`config.mk`:
```
export PLATFORM = sky130hd
export DESIGN_NAME = controlador_motor_multi
export DESIGN_NICKNAME = d
export VERILOG_FILES = /design/src/rtl/controlador_motor_multi.sv
export SDC_FILE = /design/constraint.sdc
export NUM_CORES = 1
export LEC_CHECK = 0
export BUFFER_PORTS_ARGS = -buffer_cell sky130_fd_sc_hd__buf_2
export CORE_ASPECT_RATIO = 0.6
export CORE_MARGIN = 5
export CORE_UTILIZATION = 56
export DETAILED_ROUTE_END_ITERATION = 12
export GPL_ROUTABILITY_DRIVEN = 1
export PLACE_DENSITY = 0.86
export RECOVER_POWER = 50
export SLEW_MARGIN = 40
export SYNTH_ARGS = -nofsm -noshare
export SYNTH_HDL_FRONTEND = slang
export SYNTH_SLANG_ARGS = --single-unit
```
`constraint.sdc`:
```
create_clock -name clk -period 3.93 [get_ports clk]
set_clock_uncertainty 0.15 [all_clocks]
set_input_delay 1.179 -clock clk [delete_from_list [all_inputs] [get_ports clk]]
set_output_delay 1.179 -clock clk [all_outputs]
set_load 0.01 [all_outputs]
```
`src/rtl/controlador_motor_multi.sv`:
```
// Multi-channel H-bridge controller: soft-start ramps, dead time on reversal,
// brake, and a global pause push-button that parks every channel in coast.
module controlador_motor_multi #(
    parameter int N_CH         = 2,
    parameter int PWM_BITS     = 8,
    parameter int RAMP_DIV     = 1000,
    parameter int DEAD_CYCLES  = 50000,
    parameter int PAUSE_CYCLES = 100000000
) (
    input  logic                     clk,
    input  logic                     rst,
    input  logic [2*N_CH-1:0]        sel,
    input  logic [N_CH*PWM_BITS-1:0] pwm_duty,
    input  logic                     boton_pausa,
    output logic [N_CH-1:0]          AIN1,
    output logic [N_CH-1:0]          AIN2,
    output logic [N_CH-1:0]          PWMA,
    output logic                     STBY,
    output logic                     pausa,
    output logic [N_CH-1:0]          ocupado
);
    localparam int DIV_W  = $clog2(RAMP_DIV + 1);
    localparam int DEAD_W = $clog2(DEAD_CYCLES + 1);
    localparam int PAU_W  = $clog2(PAUSE_CYCLES + 1);
    localparam logic [DIV_W-1:0]    DIV_LAST  = DIV_W'(RAMP_DIV - 1);
    localparam logic [DIV_W-1:0]    DIV_ONE   = DIV_W'(1);
    localparam logic [DEAD_W-1:0]   DEAD_LAST = DEAD_W'(DEAD_CYCLES - 1);
    localparam logic [DEAD_W-1:0]   DEAD_ONE  = DEAD_W'(1);
    localparam logic [PAU_W-1:0]    PAU_LOAD  = PAU_W'(PAUSE_CYCLES - 1);
    localparam logic [PAU_W-1:0]    PAU_ONE   = PAU_W'(1);
    localparam logic [PWM_BITS-1:0] D_ONE     = PWM_BITS'(1);

    typedef enum logic [2:0] {
        S_IDLE, S_RUN, S_RAMP_DN, S_DEAD, S_BRAKE
    } state_t;

    logic [2*N_CH-1:0]        r_sel;
    logic [N_CH*PWM_BITS-1:0] r_tgt;
    logic [PWM_BITS-1:0]      r_cnt;
    logic [2:0]               r_sync;
    logic                     r_pausa;
    logic                     r_stby;
    logic [PAU_W-1:0]         r_timer;
    logic [N_CH-1:0]          r_ain1, r_ain2, r_pwma, r_ocup;
    logic [N_CH-1:0]          r_dir;

    state_t                   r_st   [N_CH];
    logic [PWM_BITS-1:0]      r_duty [N_CH];
    logic [DIV_W-1:0]         r_div  [N_CH];
    logic [DEAD_W-1:0]        r_dead [N_CH];

    logic                     w_press, w_pausa_nxt, w_hold;
    logic [PAU_W-1:0]         w_timer_nxt;
    state_t                   w_st_nxt   [N_CH];
    logic [PWM_BITS-1:0]      w_duty_nxt [N_CH];
    logic [DIV_W-1:0]         w_div_nxt  [N_CH];
    logic [DEAD_W-1:0]        w_dead_nxt [N_CH];
    logic [N_CH-1:0]          w_dir_nxt;
    logic [N_CH-1:0]          w_ain1, w_ain2, w_pwma, w_ocup;
    logic [1:0]               w_s;
    logic [PWM_BITS-1:0]      w_tg;
    logic                     w_step, w_fwd, w_same;

    assign w_press = r_sync[1] & ~r_sync[2];

    // A press while already paused is ignored; the timer never retriggers.
    always_comb begin
        w_pausa_nxt = r_pausa;
        w_timer_nxt = r_timer;
        if (r_pausa) begin
            if (r_timer == '0) w_pausa_nxt = 1'b0;
            else               w_timer_nxt = r_timer - PAU_ONE;
        end else if (w_press) begin
            w_pausa_nxt = 1'b1;
            w_timer_nxt = PAU_LOAD;
        end
    end

    // Channels stay parked through the cycle in which the pause expires.
    assign w_hold = r_pausa | w_pausa_nxt;

    always_comb begin
        w_s       = '0;
        w_tg      = '0;
        w_step    = 1'b0;
        w_fwd     = 1'b0;
        w_same    = 1'b0;
        w_dir_nxt = r_dir;
        for (int i = 0; i < N_CH; i++) begin
            w_s           = r_sel[2*i +: 2];
            w_tg          = r_tgt[PWM_BITS*i +: PWM_BITS];
            w_step        = (r_div[i] == DIV_LAST);
            w_fwd         = w_s[0] ^ w_s[1];
            w_same        = w_fwd && (w_s[1] == r_dir[i]);
            w_st_nxt[i]   = r_st[i];
            w_duty_nxt[i] = r_duty[i];
            w_div_nxt[i]  = '0;
            w_dead_nxt[i] = '0;
            if (w_hold) begin
                w_st_nxt[i]   = S_IDLE;
                w_duty_nxt[i] = '0;
            end else begin
                unique case (r_st[i])
                    S_IDLE: begin
                        w_duty_nxt[i] = '0;
                        if (w_fwd) begin
                            w_st_nxt[i]  = S_RUN;
                            w_dir_nxt[i] = w_s[1];
                        end else if (w_s == 2'b11) begin
                            w_st_nxt[i] = S_BRAKE;
                        end
                    end
                    S_RUN: begin
                        if (w_s == 2'b11) begin
                            w_st_nxt[i]   = S_BRAKE;
                            w_duty_nxt[i] = '0;
                        end else if (!w_same) begin
                            w_st_nxt[i] = S_RAMP_DN;
                        end else begin
                            w_div_nxt[i] = w_step ? '0 : r_div[i] + DIV_ONE;
                            if (w_step && r_duty[i] < w_tg)
                                w_duty_nxt[i] = r_duty[i] + D_ONE;
                            else if (w_step && r_duty[i] > w_tg)
                                w_duty_nxt[i] = r_duty[i] - D_ONE;
                        end
                    end
                    S_RAMP_DN: begin
                        if (w_same) begin
                            w_st_nxt[i] = S_RUN;
                        end else begin
                            w_div_nxt[i] = w_step ? '0 : r_div[i] + DIV_ONE;
                            if (w_step && r_duty[i] != '0)
                                w_duty_nxt[i] = r_duty[i] - D_ONE;
                            if (w_duty_nxt[i] == '0)
                                w_st_nxt[i] = w_fwd ? S_DEAD : S_IDLE;
                        end
                    end
                    S_DEAD: begin
                        w_duty_nxt[i] = '0;
                        if (r_dead[i] == DEAD_LAST) begin
                            if (w_fwd) begin
                                w_st_nxt[i]  = S_RUN;
                                w_dir_nxt[i] = w_s[1];
                            end else if (w_s == 2'b11) begin
                                w_st_nxt[i] = S_BRAKE;
                            end else begin
                                w_st_nxt[i] = S_IDLE;
                            end
                        end else begin
                            w_dead_nxt[i] = r_dead[i] + DEAD_ONE;
                        end
                    end
                    S_BRAKE: begin
                        w_duty_nxt[i] = '0;
                        if (w_s == 2'b00)  w_st_nxt[i] = S_IDLE;
                        else if (w_fwd)    w_st_nxt[i] = S_DEAD;
                    end
                    default: begin
                        w_st_nxt[i]   = S_IDLE;
                        w_duty_nxt[i] = '0;
                    end
                endcase
            end
            if (w_st_nxt[i] != r_st[i]) w_div_nxt[i] = '0;
        end
    end

    always_comb begin
        w_ain1 = '0;
        w_ain2 = '0;
        w_pwma = '0;
        w_ocup = '0;
        for (int i = 0; i < N_CH; i++) begin
            if (w_st_nxt[i] == S_RUN || w_st_nxt[i] == S_RAMP_DN) begin
                w_ain1[i] = ~w_dir_nxt[i];
                w_ain2[i] = w_dir_nxt[i];
                w_pwma[i] = (r_cnt < w_duty_nxt[i]);
            end else if (w_st_nxt[i] == S_BRAKE) begin
                w_ain1[i] = 1'b1;
                w_ain2[i] = 1'b1;
                w_pwma[i] = 1'b1;
            end
            w_ocup[i] = (w_st_nxt[i] == S_RAMP_DN) || (w_st_nxt[i] == S_DEAD);
        end
    end

    always_ff @(posedge clk) begin
        if (rst) begin
            r_sel   <= '0;
            r_tgt   <= '0;
            r_cnt   <= '0;
            r_sync  <= '0;
            r_pausa <= 1'b0;
            r_stby  <= 1'b0;
            r_timer <= '0;
            r_ain1  <= '0;
            r_ain2  <= '0;
            r_pwma  <= '0;
            r_ocup  <= '0;
            r_dir   <= '0;
            for (int i = 0; i < N_CH; i++) begin
                r_st[i]   <= S_IDLE;
                r_duty[i] <= '0;
                r_div[i]  <= '0;
                r_dead[i] <= '0;
            end
        end else begin
            r_sel   <= sel;
            r_tgt   <= pwm_duty;
            r_cnt   <= r_cnt + D_ONE;
            r_sync  <= {r_sync[1:0], boton_pausa};
            r_pausa <= w_pausa_nxt;
            r_stby  <= ~w_pausa_nxt;
            r_timer <= w_timer_nxt;
            r_ain1  <= w_ain1;
            r_ain2  <= w_ain2;
            r_pwma  <= w_pwma;
            r_ocup  <= w_ocup;
            r_dir   <= w_dir_nxt;
            for (int i = 0; i < N_CH; i++) begin
                r_st[i]   <= w_st_nxt[i];
                r_duty[i] <= w_duty_nxt[i];
                r_div[i]  <= w_div_nxt[i];
                r_dead[i] <= w_dead_nxt[i];
            end
        end
    end

    assign AIN1    = r_ain1;
    assign AIN2    = r_ain2;
    assign PWMA    = r_pwma;
    assign ocupado = r_ocup;
    assign STBY    = r_stby;
    assign pausa   = r_pausa;
endmodule

```
==> results.toml, run 1 <==
[run_status]
status = "finished, violations left"
violations = "negative setup slack"

[placed_design]
portBuffers = 32
dp_slack_ps = -214
hpwl_mm = 15.9
gp_congestion = 0.935
placed_area_um2 = 8970

[route]
wl_per_cell_um = 17.7
drtPass1Iterations = 5
totalWireLength_mm = 22.9
ant_nets = 0
via_per_inst = 6.12
drc = 0
via_count = 7916
drt_iter0_drc = 1011

[grt]
grt_start_max_net_pins = 63
grt_pass1_vias = 7363
grt.total_usage = 0.253
overflow = 0
antenna_found_initial = 1
grt_pass1_wl_mm = 36.6

[setup_path]
critPathSlowestCell = "a221o_1"
slowest_delay_ps = 370
r2r_end = "PWMA[1]"
path_buf_inv = 3
cp-end-kind = "flop"
critPathLaunchType = "flop"
r2r_start = "r_tgt[9]"
startpoint = "r_tgt[9]"
path_cells = "inv_2, ha_4, nor2b_4, o211ai_1, a21o_1, buf_6, a2111oi_4, o21a_1, o21ai_1, a221o_1, nand2_2, ha_4, a21o_1, a2111oi_2, buf_4, nand3b_1, o21ai_2, nand3b_1, nand3_1"
reg2reg_slack_ps = -70
arrival_ps = 4220
reg2reg_depth = 19
cp_max_fo = 5
critPathKind = "flop to flop"
required_ps = 4140
cpLargestDelayFamily = "compound AO/OA/AOI/OAI gates"

[floorplan]
initial_utilization = 0.569
rows = 34
ios = 33
core_area_um2 = 14400
die-area_um2 = 17300
fp.dieW_um = 166
die_h_um = 104

[finish]
finalNetCount = 1153
nFillCells = 1080
fin_util = 0.687
finish.instance_area_um2 = 9910
drive_gt1_frac = 0.184
syn_to_final_growth_pct = 20.8
antennaDiodeCount = 0

[sta]
setup_violations = 1
max_clock_freq_mhz = 250
grt_setup_unrepaired = "true"
drv_slew = 0
setup_ws_ps = -74.6
min_period_ps = 4000
setup_tns_ps = -74.6
relSlewSlack = 0.0965
timing.final.crit_share = 1.02
worst_pin_slew_ps = 1360
hold_viol = 0

[worst_hold_path]
min_path_cells = 1
hold_end = "r_dead[0][16]"
hold_class = "flop to flop"
hp-start = "r_dead[0][16]"

[synthesis]
yosysSeqAreaShare = 0.351
async_flop_share = 0
avgSynthCellArea_um2 = 8.24
synth.most_common_cell = "dfxtp_1"
synth.distinct_cells = 71
synth_nets = 1067
ys_warn_count = 0
synth_edf_count = 0
ys_top_cells_by_area = "dfxtp_1, ha_1, nor2_1"
synth_flop_cell = "dfxtp_1"
syn_area_um2 = 8210
synth_top_cell_by_area = "dfxtp_1"
netlist_top_cells_count = "dfxtp_1, nor2_1, nand2_1"
synth_seq_cells = 144
synth_top_area_frac = 0.351
netlist_instances = 996

[power]
switchingPower_uw = 989
power_frac_clock = 0.452
power.share.sequential = 0.428
ir_worst_vdd_uv = 222
p_per_area_nw_per_um2 = 367
p_leak_nw = 3.78
p_int_mw = 2.65
comb_power_share = 0.120
sw_frac_of_total = 0.271

[cts]
cts-root-buf = "clkbuf_16"
insertion_delay_ps = 420
cts_tree = "yes"
clk_pin_slew_ps = 70
cts_buffer_depth = 2
h-tree-depth = 4
cts_buffers = 17
numClockSinks = 144

[run]
drv_cap = 0
-- per-layer routing --
metal | wire length [um] | global-route usage
met1 | 10700 | 0.381
met2 | 9430 | 0.358
met3 | 2380 | 0.0636
met4 | 368 | 0.0636
met5 | 13 | 0
-- per-stage QoR --
step	cells	total power, mW	hold WS (ps)
after floorplan	996	1.87	263
after global placement	1255	1.97	276
after detailed placement	1255	1.99	299
after CTS	1287	3.63	309
after global routing	1293	3.78	327
final	1293	3.64	304
-- layout by cell type (no fill, tap or decap), types with 9 or more instances in the layout --
master,count
nor4_1,16
inv_1,38
xnor2_1,41
and2_1,15
nand3_1,44
nand2b_1,10
o31ai_1,9
dfxtp_1,141
o21ai_0,27
buf_2,22
or3_1,18
clkbuf_16,17
a21oi_1,44
clkbuf_1,11
nand4_1,22
xor2_1,38
nand2_1,72
or2_2,9
and3_1,18
nor2_1,109
nor3_1,25
buf_4,71
nor2b_1,30
ha_1,44
-- power groups by stage --
stage,clock network [mW],registers (mW),logic [mW]
after CTS,1.66,1.56,0.413
after global routing,1.74,1.57,0.479
after floorplan,0,1.58,0.295
after detailed placement,0,1.59,0.405
final,1.65,1.56,0.437
after global placement,0,1.58,0.390
-- timing repair --
item / in CTS / in global routing
setup buffers: 0 / 6
pin swaps: 5 / 32
hold buffers: 0 / 0
hold endpoints to repair: 0 / 0
resized for setup: 13 / 59
endpoints found under the setup margin: 2 / 2
-- state kept, by name (all words and copies together), names as in the netlist --
| name | flops |
|---|---|
| r_sel | 4 |
| r_timer | 27 |
| AIN1 | 2 |
| r_duty | 16 |
| r_st | 6 |
| STBY | 1 |
| pausa | 1 |
| r_div | 20 |
| ocupado | 2 |
| r_dead | 32 |
| PWMA | 2 |
| r_sync | 3 |
| AIN2 | 2 |
| r_cnt | 8 |
| r_tgt | 16 |
| r_dir | 2 |
-- worst register-to-register path, delay by kind of cell, from the launching register on --
| kind | cells | cell delay (ps) |
|---|---|---|
| and+or+nand+nor | 5 | 510 |
| DFF | 1 | 320 |
| adders and majority gates | 2 | 460 |
| buffers and inverters | 3 | 360 |
| AOI/OAI and AO/OA | 9 | 2150 |
-- layout make-up --
| type | count | area, um^2 | share of cell area |
|---|---|---|---|
| Multi-Input combinational cell | 773 | 5330 | 0.537 |
| Clock inverter | 13 | 154 | 0.0155 |
| Tap cell | 198 | 248 | 0.0250 |
| Sequential cell | 144 | 2890 | 0.291 |
| Timing Repair Buffer | 106 | 708 | 0.0714 |
| Clock buffer | 19 | 443 | 0.0447 |
| Inverter | 40 | 150 | 0.0151 |
-- worst max path at each step --
stage | to | slack (ps) | depth (start not counted)
2_1_floorplan | PWMA[1] | 110 | 17
3_3_place_gp | PWMA[1] | -110 | 19
3_5_place_dp | PWMA[1] | -210 | 20
4_1_cts | PWMA[1] | -2 | 19
5_1_grt | PWMA[1] | -220 | 18
6_report | PWMA[1] | -70 | 19
-- logic make-up after synthesis --
group | count (synthesis) | synth area share
adder cells (fa/ha/maj) | 48 | 0.0731
multiplexers | 10 | 0.0125
XOR/XNOR | 80 | 0.0853
AND/OR/NAND/NOR | 453 | 0.292
buffers and inverters | 79 | 0.0384
flip-flops | 144 | 0.351
AO/OA/AOI/OAI | 182 | 0.147
No activity file was read; power rests on OpenSTA's default activity.
==> inputs of run 2 (changes only) <==
--- a/config.mk
+++ b/config.mk
@@ -5,11 +5,11 @@
 export SDC_FILE = /design/constraint.sdc
 export NUM_CORES = 1
 export LEC_CHECK = 0
-export BUFFER_PORTS_ARGS = -buffer_cell sky130_fd_sc_hd__buf_2
 export CORE_ASPECT_RATIO = 0.6
 export CORE_MARGIN = 5
-export CORE_UTILIZATION = 56
+export CORE_UTILIZATION = 58
 export DETAILED_ROUTE_END_ITERATION = 12
+export DONT_BUFFER_PORTS = 1
 export GPL_ROUTABILITY_DRIVEN = 1
 export PLACE_DENSITY = 0.86
 export RECOVER_POWER = 50
==> run 2 against run 1 <==
Net effect:
- the run now ends clean
- power grew 1.4%
- first-iteration DRC count is 8.7% higher
- critical endpoint is now PWMA[0]
- sequential share of layout area up 0.31 points
- highest routed layer is now met4
==> results.toml, run 2 (synthesized netlist as in run 1, its figures left out) <==
[sta]
min_period_ps = 3900
setup_tns_ps = 0
hold_viol = 0
drv_slew = 0
setup_violations = 0
setup_ws_ps = 34.9
worst_pin_slew_ps = 895
timing.final.crit_share = 0.991
grt_setup_unrepaired = "true"
max_clock_freq_mhz = 257
relSlewSlack = 0.388

[placed_design]
portBuffers = 0
hpwl_mm = 15.2
gp_congestion = 0.986
dp_slack_ps = -203

[finish]
syn_to_final_growth_pct = 19.7
drive_gt1_frac = 0.175
top_register = "r_dead"
antennaDiodeCount = 0
finalNetCount = 1124
top_regs = "r_dead x32, r_timer x27, r_div x20"
largest_reg_flops = 32
most-common-layout-cells = "dfxtp_1, nor2_1, nand2_1, buf_4, nand3_1"
final_common_cell = "dfxtp_1"

[route]
via_count = 7771
ant_nets = 0
drt_iter0_drc = 1099
drtPass1Iterations = 8
via_per_inst = 6.18
totalWireLength_mm = 22.7
wl_per_cell_um = 18.0
drc = 0

[floorplan]
rows = 33
fp.dieW_um = 164
die_h_um = 102
core_area_um2 = 13700
initial_utilization = 0.597
ios = 33
die-area_um2 = 16700

[grt]
met3_usage = 0.0846
busiest_layer = "met1"
met2_usage = 0.369
grt_use_met1 = 0.390
overflow = 0
grt_pass1_vias = 7114
grt.total_usage = 0.263
antenna_found_initial = 0
grt_pass1_wl_mm = 35.6
grt_start_max_net_pins = 65

[setup_path]
required_ps = 4130
cp_max_fo = 6
critPathKind = "flop to flop"
critPathLaunchType = "flop"
cp-end-kind = "flop"
arrival_ps = 4100

[cts]
hold_buffers = 0
cts_buffer_depth = 2
clk_pin_slew_ps = 60
h-tree-depth = 4
cts-root-buf = "clkbuf_16"
insertion_delay_ps = 420
cts_buffers = 17
numClockSinks = 144
cts_tree = "yes"

[power]
p_per_area_nw_per_um2 = 376
total_power_mw = 3.69
p_leak_nw = 3.71
ir_worst_vdd_uv = 274

[run]
drv_cap = 0

[worst_hold_path]
hold_class = "flop to flop"

[run_status]
status = "complete, no violations"
run 2: cell count changes in the layout (fill, tap and decap cells not counted), moves of 3 or more:
cell | previous run | this run
buf_2 | 22 | 0
buf_4 | 71 | 75
clkbuf_1 | 11 | 0
clkinvlp_4 | 4 | 1
dfxtp_1 | 141 | 137
dfxtp_2 | 3 | 7
ha_1 | 44 | 41
nand2_1 | 72 | 75
nand2_2 | 4 | 1
run 2: path summary, 6_finish.rpt:
kind,from,to,slack (ps),cells after the start
setup reg to reg,r_div[0][0],PWMA[0],30,16
setup / recovery,r_div[0][0],PWMA[0],30,16
hold / removal,r_sync[0],r_sync[1],280,1
hold reg to reg,r_sync[0],r_sync[1],280,1
run 2: layout make-up:
type | instances | area, um^2
Sequential cell | 144 | 2890
Multi-Input combinational cell | 773 | 5330
Tap cell | 192 | 240
Timing Repair Buffer | 77 | 589
Clock inverter | 13 | 178
Fill cell | 994 | 3920
Clock buffer | 19 | 453
Inverter | 40 | 150
run 2: worst max-delay path, stage by stage, from the launching register on:
cell,delay [ps]
dfxtp_2,340
ha_2,180
nand4_1,130
or3_4,500
or3_4,420
o32ai_4,300
xor2_2,130
a221o_1,390
nand2_2,100
ha_4,210
a21oi_2,110
o22ai_1,80
nor2_1,130
nand2_1,110
o31ai_2,260
o21bai_1,160
o21ai_1,130
run 2: stage by stage:
stage | hold WS [ps] | utilization | instances | area, um^2
finish | 285 | 0.715 | 1258 | 9830
detailed placement | 274 | 0.641 | 1218 | 8810
global route | 312 | 0.715 | 1258 | 9830
floorplan | 263 | - | 996 | 8210
CTS | 288 | 0.688 | 1250 | 9460
global placement | 274 | 0.641 | 1218 | 8810
run 2: timing repair:
item                       in CTS  in global routing
setup endpoints to repair       2                  2
pin swaps                       1                 26
gates resized for setup         7                 63
setup buffers                   0                  8
run 2: where the power goes:
| part | total [mW] | switching, mW | internal [mW] |
|---|---|---|---|
| Clock | 1.73 | 0.677 | 1.05 |
| Sequential | 1.56 | 0.0502 | 1.51 |
| Combinational | 0.405 | 0.243 | 0.162 |
run 2: metal layers:
metal	share of wire	wire, um	vias to the layer above
met4	0.018	398	0
met5	0	0	-
met2	0.41	9310	453
met3	0.11	2590	51
met1	0.46	10400	3592
li1	-	-	3675
==> inputs of run 3 (changes only) <==
--- a/config.mk
+++ b/config.mk
@@ -5,13 +5,13 @@
 export SDC_FILE = /design/constraint.sdc
 export NUM_CORES = 1
 export LEC_CHECK = 0
+export BUFFER_PORTS_ARGS = -buffer_cell sky130_fd_sc_hd__buf_2
 export CORE_ASPECT_RATIO = 0.6
 export CORE_MARGIN = 5
-export CORE_UTILIZATION = 58
+export CORE_UTILIZATION = 56
 export DETAILED_ROUTE_END_ITERATION = 12
-export DONT_BUFFER_PORTS = 1
 export GPL_ROUTABILITY_DRIVEN = 1
-export PLACE_DENSITY = 0.86
+export PLACE_DENSITY_LB_ADDON = 0.05
 export RECOVER_POWER = 50
 export SLEW_MARGIN = 40
 export SYNTH_ARGS = -nofsm -noshare
==> run 3 against run 2 <==
Net effect:
- the run now ends with negative setup slack left
- global-route usage shrank 1.7 points
- routed wire length shrank 1.5%
- core utilization shrank 2.5 points
- sequential power is essentially flat
- highest routed layer unchanged
==> results.toml, run 3 (synthesized netlist as in run 1, its figures left out) <==
[finish]
antennaDiodeCount = 0
drive_gt1_frac = 0.191
top_regs = "r_dead x32, r_timer x27, r_div x20"
fin_cells = 1303
syn_to_final_growth_pct = 21.2
top_register = "r_dead"
final_common_cell = "dfxtp_1"
fin_util = 0.690
most-common-layout-cells = "dfxtp_1, nor2_1, buf_4, nand2_1"
finalNetCount = 1163
largest_reg_flops = 32

[placed_design]
portBuffers = 32
dp_cells = 1260
gp_congestion = 1.00
hpwl_mm = 15.7

[power]
ir_worst_vdd_uv = 231
p_per_area_nw_per_um2 = 359
p_leak_nw = 3.85

[sta]
drv_slew = 0
grt_setup_unrepaired = "true"
timing.final.crit_share = 1.00
fin_hold_ws_ps = 292
min_period_ps = 3940
setup_ws_ps = -10.3
max_clock_freq_mhz = 254
relSlewSlack = 0.120
worst_pin_slew_ps = 1320
hold_viol = 0
setup_violations = 1

[worst_hold_path]
hold_class = "flop to flop"

[setup_path]
required_ps = 4140
cp-end-kind = "flop"
arrival_ps = 4150
critPathLaunchType = "flop"
cp_max_fo = 3
critPathKind = "flop to flop"

[route]
drtPass1Iterations = 6
via_per_inst = 5.85
via_count = 7618
drt_iter0_drc = 813
drc = 0
totalWireLength_mm = 22.4
wl_per_cell_um = 17.2
ant_nets = 0

[grt]
antenna_found_initial = 0
grt.total_usage = 0.246
grt_pass1_vias = 6739
grt_pass1_wl_mm = 35.1
grt_start_max_net_pins = 64
overflow = 0

[run_status]
violations = "negative setup slack"
status = "finished, violations left"

[cts]
hold_buffers = 0
insertion_delay_ps = 430
clk_pin_slew_ps = 60
numClockSinks = 144
cts_buffer_depth = 2
cts-root-buf = "clkbuf_16"
cts_tree = "yes"
h-tree-depth = 4
cts_buffers = 17

[floorplan]
core_area_um2 = 14400
die_h_um = 104
die-area_um2 = 17300
fp.dieW_um = 166
initial_utilization = 0.569
rows = 34
ios = 33

[run]
drv_cap = 0
[run 3: metrics by stage]
stage | power [mW] | worst slack [ps] | setup TNS (ps) | instance area, um^2
5_1_grt | 3.72 | -203 | -305 | 9950
6_report | 3.57 | -10.3 | -10.3 | 9950
3_3_place_gp | 1.99 | -106 | -106 | 9010
4_1_cts | 3.57 | 9.27 | 0 | 9660
2_1_floorplan | 1.87 | 111 | 0 | 8210
3_5_place_dp | 1.99 | -244 | -244 | 9010
[run 3: path summary, 6_finish.rpt]
kind | cells after the start | start | endpoint | slack, ps
max | 20 | r_tgt[9] | PWMA[1] | -10
min reg2reg | 1 | r_sync[0] | r_sync[1] | 290
max reg2reg | 20 | r_tgt[9] | PWMA[1] | -10
min | 1 | r_sync[0] | r_sync[1] | 290
[run 3: cell type report]
cell class,count,area [um^2]
well taps,198,248
flip-flops and latches,144,2880
clock buffers,19,453
repair buffers,116,782
clock inverters,13,121
multi-input cells,773,5310
inverters,40,150
fillers,1144,4470
[run 3: worst max-delay path: stages (launching register included)]
cell and delay, ps:
dfxtp_1 310, inv_1 60, ha_4 270, nor2b_4 120, o211ai_1 80, buf_4 160
a21o_1 210, a2111oi_2 320, o21ai_1 150, xor2_1 170, o221ai_2 200, nand2_1 140
ha_4 240, a21o_1 160, a21o_1 180, a2111oi_4 370, buf_4 170, nand3b_1 80
o21ai_2 170, nand3b_1 90, nand3_1 90
[run 3: routing by layer]
layer,GRT usage,vias to the layer above,wire [um]
li1,-,3751,-
met1,0.399,3520,11700
met2,0.314,316,8320
met3,0.0727,31,2100
met4,0.0414,0,272
met5,0,-,0
[run 3: what timing repair did]
item / CTS / global route
resized for setup: 14 / 49
buffers inserted: 1 / 10
endpoints found under the setup margin: 1 / 2
pin swaps: 5 / 30
gates cloned: 0 / 0
[run 3: power breakdown]
part	total, mW	internal, mW	switching [mW]	leakage [nW]
sequential	1.56	1.51	0.0430	1.17
combinational	0.446	0.182	0.264	2.40
clock	1.57	0.864	0.706	0.276
total	3.57	2.56	1.01	3.85
